<file path="src/rtl/cache_pkg.sv">
// Shared constants for the cache memory-port arbiter slice.
// Read FSM encodings, request types and line geometry.
package cache_pkg;

  localparam logic [2:0] R_IDLE = 3'b001;
  localparam logic [2:0] R_REQ  = 3'b010;
  localparam logic [2:0] R_RET  = 3'b100;

  localparam logic [2:0] RD_LINE = 3'b100;
  localparam logic [2:0] RD_WORD = 3'b010;

  localparam int LINE_OFF = 4;

  function automatic logic same_line(
    input logic [31:0] a,
    input logic [31:0] b
  );
    return a[31:LINE_OFF] == b[31:LINE_OFF];
  endfunction

endpackage

</file>
<file path="src/rtl/cache_wr_buffer.sv">
// One-entry dcache writeback buffer with drain handshake
// and same-line hazard detection for both read clients.
module cache_wr_buffer
  import cache_pkg::*;
(
  input  logic         i_clk,
  input  logic         i_reset,
  input  logic         i_wr_req,
  input  logic [2:0]   i_wr_type,
  input  logic [31:0]  i_wr_addr,
  input  logic [127:0] i_wr_data,
  input  logic         i_m_wr_rdy,
  input  logic [31:0]  i_ic_addr,
  input  logic [31:0]  i_dc_addr,
  output logic         o_wr_rdy,
  output logic         o_m_wr_req,
  output logic [2:0]   o_m_wr_type,
  output logic [31:0]  o_m_wr_addr,
  output logic [127:0] o_m_wr_data,
  output logic         o_ic_hit,
  output logic         o_dc_hit
);

  logic         r_valid;
  logic [2:0]   r_type;
  logic [31:0]  r_addr;
  logic [127:0] r_data;
  logic         w_accept;
  logic         w_drain;

  // accept needs empty, drain needs full: never both at once
  assign w_accept = i_wr_req & ~r_valid;
  assign w_drain  = r_valid & i_m_wr_rdy;

  always_ff @(posedge i_clk or posedge i_reset) begin
    if (i_reset) begin
      r_valid <= 1'b0;
      r_type  <= '0;
      r_addr  <= '0;
      r_data  <= '0;
    end else if (w_accept) begin
      r_valid <= 1'b1;
      r_type  <= i_wr_type;
      r_addr  <= i_wr_addr;
      r_data  <= i_wr_data;
    end else if (w_drain) begin
      r_valid <= 1'b0;
    end
  end

  assign o_wr_rdy    = ~r_valid;
  assign o_m_wr_req  = r_valid;
  assign o_m_wr_type = r_type;
  assign o_m_wr_addr = r_addr;
  assign o_m_wr_data = r_data;
  assign o_ic_hit    = r_valid & same_line(i_ic_addr, r_addr);
  assign o_dc_hit    = r_valid & same_line(i_dc_addr, r_addr);

endmodule

</file>
<file path="src/rtl/cache_mem_arbiter.sv">
// Shares one cache-side memory port between icache and dcache:
// round-robin reads with one outstanding fill, buffered writebacks.
module cache_mem_arbiter
  import cache_pkg::*;
#(
  parameter int RR_EN = 1
) (
  input  logic         clk,
  input  logic         reset,
  input  logic         ic_rd_req,
  input  logic [2:0]   ic_rd_type,
  input  logic [31:0]  ic_rd_addr,
  output logic         ic_rd_rdy,
  output logic         ic_ret_valid,
  output logic [1:0]   ic_ret_last,
  output logic [31:0]  ic_ret_data,
  input  logic         dc_rd_req,
  input  logic [2:0]   dc_rd_type,
  input  logic [31:0]  dc_rd_addr,
  output logic         dc_rd_rdy,
  output logic         dc_ret_valid,
  output logic [1:0]   dc_ret_last,
  output logic [31:0]  dc_ret_data,
  input  logic         dc_wr_req,
  input  logic [2:0]   dc_wr_type,
  input  logic [31:0]  dc_wr_addr,
  input  logic [127:0] dc_wr_data,
  output logic         dc_wr_rdy,
  output logic         m_rd_req,
  output logic [2:0]   m_rd_type,
  output logic [31:0]  m_rd_addr,
  input  logic         m_rd_rdy,
  input  logic         m_ret_valid,
  input  logic [1:0]   m_ret_last,
  input  logic [31:0]  m_ret_data,
  output logic         m_wr_req,
  output logic [2:0]   m_wr_type,
  output logic [31:0]  m_wr_addr,
  output logic [127:0] m_wr_data,
  input  logic         m_wr_rdy
);

  logic [2:0]  r_state;
  logic        r_owner_dc;
  logic        r_last_dc;
  logic [2:0]  r_type;
  logic [31:0] r_addr;
  logic        w_ic_hit;
  logic        w_dc_hit;
  logic        w_ic_el;
  logic        w_dc_el;
  logic        w_pick_dc;
  logic        w_in_req;
  logic        w_in_ret;
  logic        w_last;

  cache_wr_buffer u_wbuf (
    .i_clk       (clk),
    .i_reset     (reset),
    .i_wr_req    (dc_wr_req),
    .i_wr_type   (dc_wr_type),
    .i_wr_addr   (dc_wr_addr),
    .i_wr_data   (dc_wr_data),
    .i_m_wr_rdy  (m_wr_rdy),
    .i_ic_addr   (ic_rd_addr),
    .i_dc_addr   (dc_rd_addr),
    .o_wr_rdy    (dc_wr_rdy),
    .o_m_wr_req  (m_wr_req),
    .o_m_wr_type (m_wr_type),
    .o_m_wr_addr (m_wr_addr),
    .o_m_wr_data (m_wr_data),
    .o_ic_hit    (w_ic_hit),
    .o_dc_hit    (w_dc_hit)
  );

  assign w_ic_el = ic_rd_req & ~w_ic_hit;
  assign w_dc_el = dc_rd_req & ~w_dc_hit;

  // r_last_dc=0 after reset, so the dcache wins the first tie
  assign w_pick_dc = w_dc_el &
    (~w_ic_el | (RR_EN == 0) | ~r_last_dc);

  assign w_in_req = r_state[1];
  assign w_in_ret = r_state[2];
  assign w_last   = m_ret_last[0] | (m_ret_last[1] & 1'b0);

  always_ff @(posedge clk or posedge reset) begin
    if (reset) begin
      r_state    <= R_IDLE;
      r_owner_dc <= 1'b0;
      r_last_dc  <= 1'b0;
      r_type     <= '0;
      r_addr     <= '0;
    end else begin
      unique case (1'b1)
        r_state[0]: begin
          if (w_ic_el | w_dc_el) begin
            r_state    <= R_REQ;
            r_owner_dc <= w_pick_dc;
            r_last_dc  <= w_pick_dc;
            r_type     <= w_pick_dc ? dc_rd_type : ic_rd_type;
            r_addr     <= w_pick_dc ? dc_rd_addr : ic_rd_addr;
          end
        end
        r_state[1]: begin
          if (m_rd_rdy) r_state <= R_RET;
        end
        r_state[2]: begin
          if (m_ret_valid & w_last) r_state <= R_IDLE;
        end
        default: r_state <= R_IDLE;
      endcase
    end
  end

  assign m_rd_req  = w_in_req;
  assign m_rd_type = r_type;
  assign m_rd_addr = r_addr;

  assign ic_rd_rdy = w_in_req & m_rd_rdy & ~r_owner_dc;
  assign dc_rd_rdy = w_in_req & m_rd_rdy &  r_owner_dc;

  assign ic_ret_valid = w_in_ret & ~r_owner_dc & m_ret_valid;
  assign dc_ret_valid = w_in_ret &  r_owner_dc & m_ret_valid;
  assign ic_ret_last  = {1'b0, w_in_ret & ~r_owner_dc & w_last};
  assign dc_ret_last  = {1'b0, w_in_ret &  r_owner_dc & w_last};
  assign ic_ret_data  = m_ret_data;
  assign dc_ret_data  = m_ret_data;

endmodule

</file>
<file path="config.mk">
export PLATFORM = sky130hd
export DESIGN_NAME = cache_mem_arbiter
export DESIGN_NICKNAME = d
export VERILOG_FILES = /design/src/rtl/cache_pkg.sv /design/src/rtl/cache_wr_buffer.sv /design/src/rtl/cache_mem_arbiter.sv
export SDC_FILE = /design/constraint.sdc
export NUM_CORES = 1
export LEC_CHECK = 0
export CELL_PAD_IN_SITES_DETAIL_PLACEMENT = 2
export CELL_PAD_IN_SITES_GLOBAL_PLACEMENT = 2
export CORE_UTILIZATION = 21
export DETAILED_ROUTE_END_ITERATION = 10
export GPL_ROUTABILITY_DRIVEN = 0
export GPL_TIMING_DRIVEN = 1
export PLACE_DENSITY = 0.81
export SLEW_MARGIN = 0
export SYNTH_ARGS = -nofsm -noshare
export SYNTH_HDL_FRONTEND = slang
export SYNTH_HIERARCHICAL = 1
export SYNTH_SLANG_ARGS = --single-unit
</file>
<file path="constraint.sdc">
create_clock -name clk -period 5.5 [get_ports clk]
set_input_delay 1.1 -clock clk [delete_from_list [all_inputs] [get_ports clk]]
set_output_delay 1.1 -clock clk [all_outputs]
set_load 0.01 [all_outputs]
</file>
# Word level (Yosys, flattened, before mapping)
# Cells that the tools add are included.
# Widths: inputs -> output; s select.
# totals
register_bits	203
input_bits	275
output_inout_bits	273
wordCells	44
# classes
n_eq_ne	2
mux	8
bitwise_logic	24
reduce_logical	2
# op_table
operator	n
$eq 28x28->1	2
$mux 32	1
$and 1x1->1	17
$mux 3	3
$pmux 3 s3	1
$not 1->1	5
$mux 1	2
$mux 2	1
$or 1x1->1	2
$reduce_and 2->1	1
$reduce_bool 2->1	1

# Longest topological paths before layout
# Gate-level depths: netlist of run 1.
# depth
depth_word	8
depth_mapped	10
mapped_depth_nobuf	7

# Hierarchy
# The synthesis of run 1 kept the hierarchy.
# modules_own_cells
mod	instances	cells_per_inst	area_per_inst_um2	seq_area_each_um2
cache_wr_buffer	1	425	6876.6	4103.9
cache_mem_arbiter	1	340	3012.9	977.2

# Least setup slack after synthesis of run 1
# No wires, ideal clock.
# synth_path
kind	input to register
start	in dc_rd_addr[25]
end	reg r_addr[0] (netlist: m_rd_addr[0])
setup_ns	0.134
t_arrival_ns	2.812
required_time_ns	5.366
setup_slack_ns	2.553
cell_stages	8
path_buffers	1
cell_sequence	xor2_1 nor4_1 nand3_1 nor4_2 clkbuf_1 and3b_1 a221oi_1 a22oi_2
# synth_between
elab_chain_cells	6
word_cells_on_any_way	8
classes_between	eq/ne (1); mux (1); bitwise (5); reduce/logical (1)
# synth_lines
element	line	text
start, declared	cache_mem_arbiter.sv:19	input logic [31:0] dc_rd_addr,
$eq 28x28->1 (*)	cache_pkg.sv:18	return a[31:LINE_OFF] == b[31:LINE_OFF];
$and 1x1->1 (*)	cache_wr_buffer.sv:57	assign o_dc_hit = r_valid & same_line(i_dc_addr, r_addr);
named net w_dc_hit	cache_mem_arbiter.sv:49	logic w_dc_hit;
$not 1->1 (*)	cache_mem_arbiter.sv:77	assign w_dc_el = dc_rd_req & ~w_dc_hit;
$and 1x1->1 (*)	cache_mem_arbiter.sv:77	
$and 1x1->1 or $or 1x1->1 (tied branches)	cache_mem_arbiter.sv:80, cache_mem_arbiter.sv:97	
$mux 32 or $reduce_and 2->1 (tied branches)	-	
end signal, assigned	cache_mem_arbiter.sv:102	r_addr <= w_pick_dc ? dc_rd_addr : ic_rd_addr;
end, declared	cache_mem_arbiter.sv:47	logic [31:0] r_addr;
# Mark *: on every way through the listed nets, which the timed path passes. The rest lies on a longest branch.
# A chain may end at the register's enable or synchronous reset.

# Worst setup path in the final report of run 1
# layout_path
start	in ic_rd_addr[31]
end	reg r_addr[1] (netlist: m_rd_addr[1])
# layout_between
elab_chain_cells	8
word_cells_on_any_way	10
classes_between	eq/ne (1); mux (1); bitwise (7); reduce/logical (1)
# layout_lines
element	line	text
start, declared	cache_mem_arbiter.sv:12	input logic [31:0] ic_rd_addr,
$eq 28x28->1 (*)	cache_pkg.sv:18	
$and 1x1->1 (*)	cache_wr_buffer.sv:56	assign o_ic_hit = r_valid & same_line(i_ic_addr, r_addr);
named net w_ic_hit	cache_mem_arbiter.sv:48	logic w_ic_hit;
$not 1->1 (*)	cache_mem_arbiter.sv:76	assign w_ic_el = ic_rd_req & ~w_ic_hit;
$and 1x1->1 (*)	cache_mem_arbiter.sv:76	
$not 1->1	cache_mem_arbiter.sv:81	(~w_ic_el | (RR_EN == 0) | ~r_last_dc);
$or 1x1->1	cache_mem_arbiter.sv:81	
$and 1x1->1	cache_mem_arbiter.sv:80	assign w_pick_dc = w_dc_el &
$mux 32	cache_mem_arbiter.sv:102	
# Marks and branches as above.

==> impl_metrics.json, run 1 <==
{
  "vdd_drop_max_mv": 0.2732,
  "multi_input_area_um2": 3727,
  "relSlewSlack_pct": 30.77,
  "syn_inst": 765,
  "postCtsSetupRepairBufs": 0,
  "die_h_um": 219.0,
  "clk_pin_slew_ps": 60,
  "p_leak_nw": 6.208,
  "area_growth_pct": 54.98,
  "p_sw_w": 0.002119,
  "slew_violations": 0,
  "nets": 1413,
  "ys_ff_latch": 203,
  "seq_area_um2": 5081,
  "dr_wl_met3_mm": 4.031,
  "cts_max_path_buffers": 3,
  "hold_ws_ps": 505.7,
  "final.period_utilization_pct": 65.04,
  "dp_hpwl_mm": 31.87,
  "cts_made_buffers": 26,
  "die_w_um": 219.0,
  "hold_violations": 0,
  "clock_skew_ps": 10.93,
  "cp-end-kind": "flip-flop",
  "ys_warn_count": 6,
  "hp-class": "reg -> reg",
  "wl_per_cell_um": 23.90,
  "path_max_fanout": 20,
  "wl_met1_mm": 15.01,
  "remaining_drc_errors": 0,
  "placementRows": 79,
  "dr.pass1.iters": 4,
  "grt_pass1_wl_mm": 61.19,
  "worst_slew_pin_slew_ps": 1038,
  "fin_crit_ps": 3577,
  "gr-total-overflow": 0,
  "htreeDepth": 1,
  "synth_area_per_cell_um2": 12.93,
  "drive_gt1_share_pct": 20.74,
  "power.density_nw_per_um2": 429.8,
  "cts_resized": 0,
  "initial_utilization_pct": 21.29,
  "vias": 7793,
  "yosys.cell_types.count": 32,
  "p_int_w": 0.004468,
  "clk_latency_ps": 560,
  "setup_viol": 0,
  "maxUsedRoutingLayer": "met5",
  "clock_power_share_pct": 29.3,
  "swShare_pct": 32.17,
  "p_seq_share_pct": 34.1,
  "ctsRootBufferMaster": "clkbuf_16",
  "place_area_um2": 14350,
  "clock_sinks": 203,
  "required_ps": 5910,
  "ys_seq_area_share_pct": 51.38,
  "coreArea_um2": 46460,
  "grt_pass1_vias": 9105,
  "combinationalPowerShare_pct": 36.5,
  "rsz0062_at_grt": "no",
  "grt_usage_pct": 17.24,
  "antenna_found_initial": 6,
  "cts_tree": "done",
  "grt_max_degree": 105,
  "worstSetupPathType": "in -> reg",
  "vias_per_cell": 4.410,
  "drt_wl_total_mm": 42.24,
  "ctsHoldBuffers": 0,
  "numPortBuffers": 448,
  "final_area_um2": 15330,
  "die_area_um2": 47970,
  "io_pins": 548,
  "tns_ps": 0,
  "fill_cells": 4916,
  "critical_path_arrival_ps": 3990,
  "postRouteAntennaNets": 0,
  "synth_area_um2": 9889,
  "dr_wl_met2_mm": 22.25,
  "start_kind": "input pin",
  "outcome": "complete, no violations",
  "fmax_mhz": 279.6,
  "drt-initial-drc-count": 379,
  "max_cap_violations": 0
}
==> final cells by class <==
class / count / share of cell area, %
clock inverters: 13 / 1.567
inverters: 40 / 1.004
well taps: 607 / 4.955
clock buffers: 34 / 4.767
diodes: 3 / 0.04898
flip-flops and latches: 203 / 33.15
multi-input cells: 405 / 24.32
repair buffers: 462 / 30.19
==> power groups by stage <==
stage / logic (W) / registers (W) / clock network (W)
2_1_floorplan: 0.000936 / 0.00237 / 0
3_3_place_gp: 0.00236 / 0.00224 / 0
3_5_place_dp: 0.00242 / 0.00227 / 0
4_1_cts: 0.00245 / 0.00226 / 0.00199
5_1_grt: 0.00257 / 0.00230 / 0.00204
6_report: 0.00241 / 0.00225 / 0.00193
==> layer usage <==
layer | up-vias | global-route usage [%]
met5 | - | 0
met4 | 2 | 3.889
met3 | 65 | 7.277
met2 | 339 | 31.78
met1 | 3994 | 17.94
li1 | 3393 | -
==> critical path, stage by stage <==
cell,delay [ps]
clkdlybuf4s50_1,500
xor2_1,410
nor4_1,160
nand4_1,120
nor4_2,50
nand3b_1,700
buf_12,430
a221oi_1,390
a22oi_2,90
==> registers in the layout, summed over array words and instances, names as in the netlist <==
signal and flops:
m_rd_addr 32, m_rd_type 3, u_wbuf/o_m_wr_data 128, u_wbuf/o_m_wr_type 3, u_wbuf/o_m_wr_req 1, r_last_dc 1, r_state 3, u_wbuf/o_m_wr_addr 32
==> kinds of logic after synthesis <==
family / after synthesis / synth area share, %
buffers and inverters: 158 / 11.15
AO/OA/AOI/OAI: 111 / 8.514
AND/OR/NAND/NOR: 73 / 5.402
multiplexers: 163 / 18.56
XOR/XNOR: 56 / 4.960
other: 1 / 0.03792
flip-flops: 203 / 51.38
==> cells in the final DEF (no fill, tap or decap), types with 2 or more instances in the layout <==
master             n
mux2_2           163
clkbuf_16         26
diode_2            3
xnor2_1           18
bufinv_16          6
nor2_1             3
a221oi_1          35
nor3_1             3
clkbuf_8           5
nand2_1            6
a22oi_2           11
conb_1             2
a22oi_1           24
and3_1             3
clkdlybuf4s50_1  448
o21ai_0           32
dfrtp_1          202
buf_12             3
nor4_1             8
xor2_1            38
o21ai_1            5
clkbuf_1           3
buf_4             11
nand4_1            6
inv_1             38
clkinv_2           6
nand3_1            2
and3b_1           36
==> final timing paths <==
check | from | to | slack (ps) | cells past startpoint
setup / recovery | ic_rd_addr[31] | m_rd_addr[1] | 1920 | 9
hold / removal | u_wbuf/o_m_wr_data[3] | u_wbuf/o_m_wr_data[3] | 510 | 1
setup reg to reg | u_wbuf/o_m_wr_addr[31] | m_rd_addr[1] | 2450 | 8
hold reg to reg | u_wbuf/o_m_wr_data[3] | u_wbuf/o_m_wr_data[3] | 510 | 1
max in group asynchronous | reset | u_wbuf/o_m_wr_data[64] | 3450 | 3
min in group asynchronous | reset | u_wbuf/o_m_wr_data[106] | 1060 | 2
==> per-stage QoR <==
| stage | setup slack (ps) | utilization [%] | total power [W] | cells |
|---|---|---|---|---|
| floorplan | 2315 | - | 0.003304 | 766 |
| global placement | 1379 | 30.89 | 0.004593 | 1717 |
| detailed placement | 1363 | 30.89 | 0.004690 | 1717 |
| CTS | 1915 | 32.98 | 0.006697 | 1764 |
| global route | 1726 | 32.98 | 0.006905 | 1765 |
| finish | 1923 | 32.99 | 0.006588 | 1767 |
==> synth_stat cells (all sizes together) <==
cell | n | area (µm²)
mux2 | 163 | 1836
nand4 | 6 | 37.54
dfstp | 1 | 26.28
nor4 | 10 | 75.07
o21bai | 1 | 7.510
dfrtp | 202 | 5055
and3b | 36 | 315.3
nor2 | 3 | 11.26
buf | 100 | 884.6
and3 | 3 | 18.77
a32o | 1 | 10.01
nand3 | 2 | 10.01
nand2b | 2 | 12.51
a22oi | 35 | 317.8
inv | 40 | 150.1
nand2 | 6 | 22.52
nand3b | 1 | 7.510
xor2 | 38 | 332.8
nor3 | 3 | 15.01
a221oi | 35 | 306.5
conb | 1 | 3.750
a21o | 2 | 15.01
nor2b | 1 | 8.760
xnor2 | 18 | 157.7
o21ai | 37 | 185.2
clkbuf | 18 | 67.56
No activity file was read; power rests on OpenSTA's default activity.
==> run 2: changes to the inputs <==
==> constraint.sdc (replaced) <==
create_clock -name clk -period 3.2 [get_ports clk]
set_input_delay 0.64 -clock clk [delete_from_list [all_inputs] [get_ports clk]]
set_output_delay 0.64 -clock clk [all_outputs]
set_load 0.01 [all_outputs]
==> run 2 against run 1 <==
Compared with the run above: worst hold slack lost 0.78 ps; power grew 67%; combinational power grew 76%; cell area grew 0.65%.
==> impl_metrics.json, run 2 (synthesized netlist as in run 1, its figures left out) <==
{
  "grt_max_degree": 66,
  "fill_cells": 4872,
  "cp_top_family": "simple AND/OR/NAND/NOR gates",
  "seq_area_um2": 5081,
  "numPortBuffers": 448,
  "clk_latency_ps": 550,
  "r2r_slack_ps": 500,
  "outcome": "complete, no violations",
  "fin_crit_ps": 2802,
  "area_growth_pct": 56.00,
  "cts_max_path_buffers": 3,
  "grt_usage_pct": 17.27,
  "cp_common_cell": "buf_4",
  "layout_common_cells": "448 x clkdlybuf4s50_1, 202 x dfrtp_1, 163 x mux2_2",
  "cp.depth": 10,
  "required_ps": 3610,
  "p_leak_nw": 6.262,
  "vias": 7792,
  "rsz0062_at_grt": "no",
  "clock_skew_ps": 11.36,
  "worst_slew_pin_slew_ps": 970.6,
  "gr-total-overflow": 0,
  "antenna_found_initial": 8,
  "dp_hpwl_mm": 32.26,
  "clk_pin_slew_ps": 60,
  "final_util_pct": 33.21,
  "grt_pass1_vias": 9172,
  "ctsHoldBuffers": 0,
  "die_w_um": 219.0,
  "hp-class": "reg -> reg",
  "setup_viol": 0,
  "start_kind": "input pin",
  "postRouteAntennaNets": 0,
  "drt-initial-drc-count": 377,
  "stdcell_count": 1786,
  "ctsRootBufferMaster": "clkbuf_16",
  "max_stage_delay_ps": 450,
  "path_buf_inv": 3,
  "fmax_mhz": 356.9,
  "clock_sinks": 203,
  "cp-end-kind": "flip-flop",
  "postCtsSetupRepairBufs": 0,
  "p_sw_w": 0.003595,
  "clock_power_share_pct": 26.4,
  "vdd_drop_max_mv": 0.4939,
  "critical_path_arrival_ps": 3210,
  "largest_register_ffs": 128,
  "dp.cells": 1736,
  "die_area_um2": 47970,
  "hold_violations": 0,
  "combinationalPowerShare_pct": 38.6,
  "cts_resized": 0,
  "multi_input_area_um2": 3727,
  "cts_tree": "done",
  "placementRows": 79,
  "die_h_um": 219.0,
  "power.density_nw_per_um2": 713.7,
  "grt_pass1_wl_mm": 61.22,
  "relSlewSlack_pct": 35.30,
  "worstSetupPathType": "in -> reg",
  "p_seq_share_pct": 35.0,
  "path_cells": "clkdlybuf4s50_1 > xor2_1 > nor4_1 > buf_4 > nand4_1 > nor4_4 > buf_4 > and3b_1 > a221oi_1 > a22oi_1",
  "slowest_stage": "clkdlybuf4s50_1",
  "drive_gt1_share_pct": 21.28,
  "slew_violations": 0,
  "wl_per_cell_um": 23.70,
  "swShare_pct": 32.65,
  "hold_depth": 1,
  "max_cap_violations": 0,
  "p_int_w": 0.007415,
  "vias_per_cell": 4.363,
  "final.period_utilization_pct": 87.57,
  "io_pins": 548,
  "r2r_cells": 9,
  "initial_utilization_pct": 21.29,
  "remaining_drc_errors": 0,
  "htreeDepth": 1,
  "final_common_cell": "clkdlybuf4s50_1",
  "dr.pass1.iters": 4,
  "nets": 1431,
  "path_max_fanout": 20,
  "cts_made_buffers": 25,
  "coreArea_um2": 46460,
  "drt_wl_total_mm": 42.32
}
-- run 2: cell count changes in the layout (fill, tap and decap cells not counted), sizes merged --
cell    change
buf        +19
clkbuf      +4
bufinv      -3
clkinv      -3
diode       +1
inv         +1
-- run 2: final cells by class --
class	count	share of cell area (%)
Timing Repair Buffer	481	31.65
Clock buffer	38	4.501
Multi-Input combinational cell	405	24.16
Antenna cell	4	0.06488
Sequential cell	203	32.94
Clock inverter	8	0.7705
Inverter	40	0.9976
Tap cell	607	4.923
-- run 2: metal layers --
layer  vias up  global-route usage [%]  part of all wire (%)
met2       349                   31.04                    51
met3        74                   7.484                    11
li1       3432                       -                     -
met5         -                       0                 0.097
met4         6                   5.394                   2.7
met1      3931                   17.95                    35
-- run 2: path summary, 6_finish.rpt --
check	from	to
max	dc_rd_addr[26]	m_rd_addr[25]
min	u_wbuf/o_m_wr_data[111]	u_wbuf/o_m_wr_data[111]
max reg2reg	u_wbuf/o_m_wr_addr[31]	m_rd_addr[25]
min reg2reg	u_wbuf/o_m_wr_data[111]	u_wbuf/o_m_wr_data[111]
max in group asynchronous	reset	m_rd_addr[27]
min in group asynchronous	reset	u_wbuf/o_m_wr_addr[14]
-- run 2: per-stage QoR --
| step | setup slack (ps) | setup TNS (ps) | total power (W) | hold WS [ps] | area, µm² |
|---|---|---|---|---|---|
| 5_1_grt | 280.7 | 0 | 0.01161 | 518.3 | 15420 |
| 4_1_cts | 364.9 | 0 | 0.01122 | 511.7 | 15420 |
| 2_1_floorplan | 475.2 | 0 | 0.005679 | 522.6 | 9897 |
| 6_report | 397.8 | 0 | 0.01101 | 505.0 | 15430 |
| 3_3_place_gp | -20.56 | -65.37 | 0.007999 | 489.3 | 14600 |
| 3_5_place_dp | -186.3 | -4079 | 0.008166 | 495.3 | 14600 |
-- run 2: power groups by stage --
stage / clock network, W / registers [W] / logic (W)
2_1_floorplan: 0 / 0.00407 / 0.00161
3_3_place_gp: 0 / 0.00383 / 0.00417
3_5_place_dp: 0 / 0.00390 / 0.00426
4_1_cts: 0.00303 / 0.00387 / 0.00431
5_1_grt: 0.00312 / 0.00395 / 0.00454
6_report: 0.00291 / 0.00385 / 0.00425
-- run 2: worst reg2reg max path, delay by kind of cell, from the launching register on --
kind | cells | cell delay, ps
compound gates | 2 | 450
xor+xnor | 1 | 230
buf+inv | 2 | 480
flops | 1 | 480
simple gates | 4 | 920
==> run 3: changes to the inputs <==
--- a/config.mk
+++ b/config.mk
@@ -7,11 +7,12 @@
 export LEC_CHECK = 0
 export CELL_PAD_IN_SITES_DETAIL_PLACEMENT = 2
 export CELL_PAD_IN_SITES_GLOBAL_PLACEMENT = 2
-export CORE_UTILIZATION = 21
+export CORE_AREA = 2 2 211 213
 export DETAILED_ROUTE_END_ITERATION = 10
+export DIE_AREA = 0 0 213 215
 export GPL_ROUTABILITY_DRIVEN = 0
 export GPL_TIMING_DRIVEN = 1
-export PLACE_DENSITY = 0.81
+export PLACE_DENSITY = 0.83
 export SLEW_MARGIN = 0
 export SYNTH_ARGS = -nofsm -noshare
 export SYNTH_HDL_FRONTEND = slang
==> constraint.sdc (replaced) <==
create_clock -name clk -period 2.9 [get_ports clk]
set_input_delay 0.58 -clock clk [delete_from_list [all_inputs] [get_ports clk]]
set_output_delay 0.58 -clock clk [all_outputs]
set_load 0.01 [all_outputs]
==> run 3 against run 2 <==
Compared with the run above: utilization is 2.5 points higher; cell area is 1.0% higher; via count is 0.80% higher; largest power group unchanged.
==> impl_metrics.json, run 3 (synthesized netlist as in run 1, its figures left out) <==
{
  "vdd_drop_max_mv": 0.5845,
  "io_pins": 548,
  "setup_slack_ps": 58.25,
  "final.period_utilization_pct": 97.99,
  "r2r_start": "u_wbuf/o_m_wr_addr[26]",
  "p_seq_share_pct": 33.6,
  "coreArea_um2": 43640,
  "hp-class": "in -> async",
  "area_growth_pct": 57.55,
  "gr-total-overflow": 0,
  "setup_viol": 0,
  "worstSetupPathType": "in -> reg",
  "final_common_cell": "clkdlybuf4s50_1",
  "required_ps": 3310,
  "clock_power_share_pct": 28.6,
  "fin_crit_ps": 2842,
  "wl_per_cell_um": 25.44,
  "placementRows": 77,
  "worst_slew_pin_slew_ps": 614.2,
  "postCtsSetupRepairBufs": 0,
  "pre_cts_ws_ps": -524.3,
  "start_kind": "input pin",
  "initial_utilization_pct": 22.66,
  "max_cap_violations": 0,
  "fmax_mhz": 351.9,
  "cp-end-kind": "flip-flop",
  "outcome": "complete, no violations",
  "grt_pass1_vias": 9189,
  "swShare_pct": 32.69,
  "largest_register_ffs": 128,
  "drt_wl_total_mm": 45.21,
  "vias_per_cell": 4.420,
  "layout_common_cells": "448 x clkdlybuf4s50_1, 202 x dfrtp_1, 163 x mux2_2",
  "final_util_pct": 35.70,
  "ctsHoldBuffers": 0,
  "dr.pass1.iters": 4,
  "timing.rr.end": "m_rd_addr[14]",
  "p_sw_w": 0.004145,
  "vias": 7854,
  "path_max_fanout": 11,
  "r2r_cells": 8,
  "clock_sinks": 203,
  "tns_ps": 0,
  "dp.cells": 1728,
  "cts_made_buffers": 26,
  "grt_pass1_wl_mm": 65.27,
  "postRouteAntennaNets": 0,
  "remaining_drc_errors": 0,
  "antenna_found_initial": 11,
  "stdcell_count": 1777,
  "cts_tree": "done",
  "nets": 1439,
  "clock_skew_ps": 11.69,
  "ctsRootBufferMaster": "clkbuf_16",
  "p_int_w": 0.008537,
  "grt_max_degree": 64,
  "die_w_um": 213,
  "die_h_um": 215,
  "slew_violations": 0,
  "grt_usage_pct": 19.57,
  "combinationalPowerShare_pct": 37.8,
  "dp_hpwl_mm": 34.75,
  "htreeDepth": 1,
  "cts_resized": 0,
  "critical_path_arrival_ps": 3250,
  "relSlewSlack_pct": 59.01,
  "r2r_slack_ps": 140,
  "cts_max_path_buffers": 3,
  "drive_gt1_share_pct": 22.64,
  "clk_latency_ps": 550,
  "die_area_um2": 45800,
  "finalPower_w": 0.01268,
  "drt-initial-drc-count": 257,
  "rsz0062_at_grt": "no",
  "clk_pin_slew_ps": 60,
  "p_leak_nw": 6.356,
  "power.density_nw_per_um2": 814.0,
  "hold_violations": 0,
  "numPortBuffers": 448
}
==> run 3: cell count changes in the layout (fill, tap and decap cells not counted), moves of 2 or more <==
cell        change
clkbuf_1        -9
buf_4           +8
clkinvlp_4      +3
diode_2         -3
bufinv_16       +2
clkbuf_16       +2
clkbuf_8        +2
==> run 3: worst max-delay path, cell delays in order <==
cell	delay (ps)
clkdlybuf4s50_1	470
xor2_1	230
nor4_1	470
nand4_1	230
nor4_4	290
buf_4	240
and3b_1	190
a221oi_1	400
a22oi_1	140
==> run 3: stage by stage <==
stage	area [µm²]	hold slack, ps
floorplan	9897	522.6
global route	15580	465.9
CTS	15580	424.9
finish	15580	450.3
global placement	14630	489.4
detailed placement	14630	497.2
==> run 3: per-layer routing <==
metal | track usage, % | vias to the layer above | part of all wire [%]
met3 | 7.584 | 75 | 9.4
met5 | 0 | - | 0.26
li1 | - | 3443 | -
met4 | 5.455 | 18 | 2.7
met1 | 20.60 | 3983 | 36
met2 | 35.82 | 335 | 52
==> run 3: power by group through the flow <==
stage / Sequential (W) / Combinational (W) / Clock [W]
2_1_floorplan: 0.00449 / 0.00177 / 0
3_3_place_gp: 0.00424 / 0.00467 / 0
3_5_place_dp: 0.00430 / 0.00483 / 0
4_1_cts: 0.00428 / 0.00489 / 0.00376
5_1_grt: 0.00438 / 0.00511 / 0.00384
6_report: 0.00426 / 0.00479 / 0.00363
==> run 3: worst max-delay path by stage <==
| stage | startpoint | endpoint | slack [ps] | depth (start not counted) |
|---|---|---|---|---|
| 6_report | dc_rd_addr[26] | m_rd_addr[14] | 60 | 9 |
| 5_1_grt | dc_rd_addr[26] | m_rd_addr[14] | 9 | 9 |
| 4_1_cts | dc_rd_addr[26] | m_rd_addr[14] | 50 | 9 |
| 3_5_place_dp | dc_rd_addr[26] | m_rd_addr[14] | -520 | 9 |
| 3_3_place_gp | dc_rd_addr[26] | m_rd_addr[14] | -300 | 9 |
| 2_1_floorplan | reset | u_wbuf/o_m_wr_addr[0] | 240 | 1 |
==> run 3: cell type report <==
class,instances,area [µm²]
Multi-Input combinational cell,405,3727
Sequential cell,203,5081
Clock buffer,33,738.2
Inverter,40,153.9
Tap cell,592,740.7
Timing Repair Buffer,488,4922
Fill cell,4474,28060
Antenna cell,1,2.502
Clock inverter,15,215.2
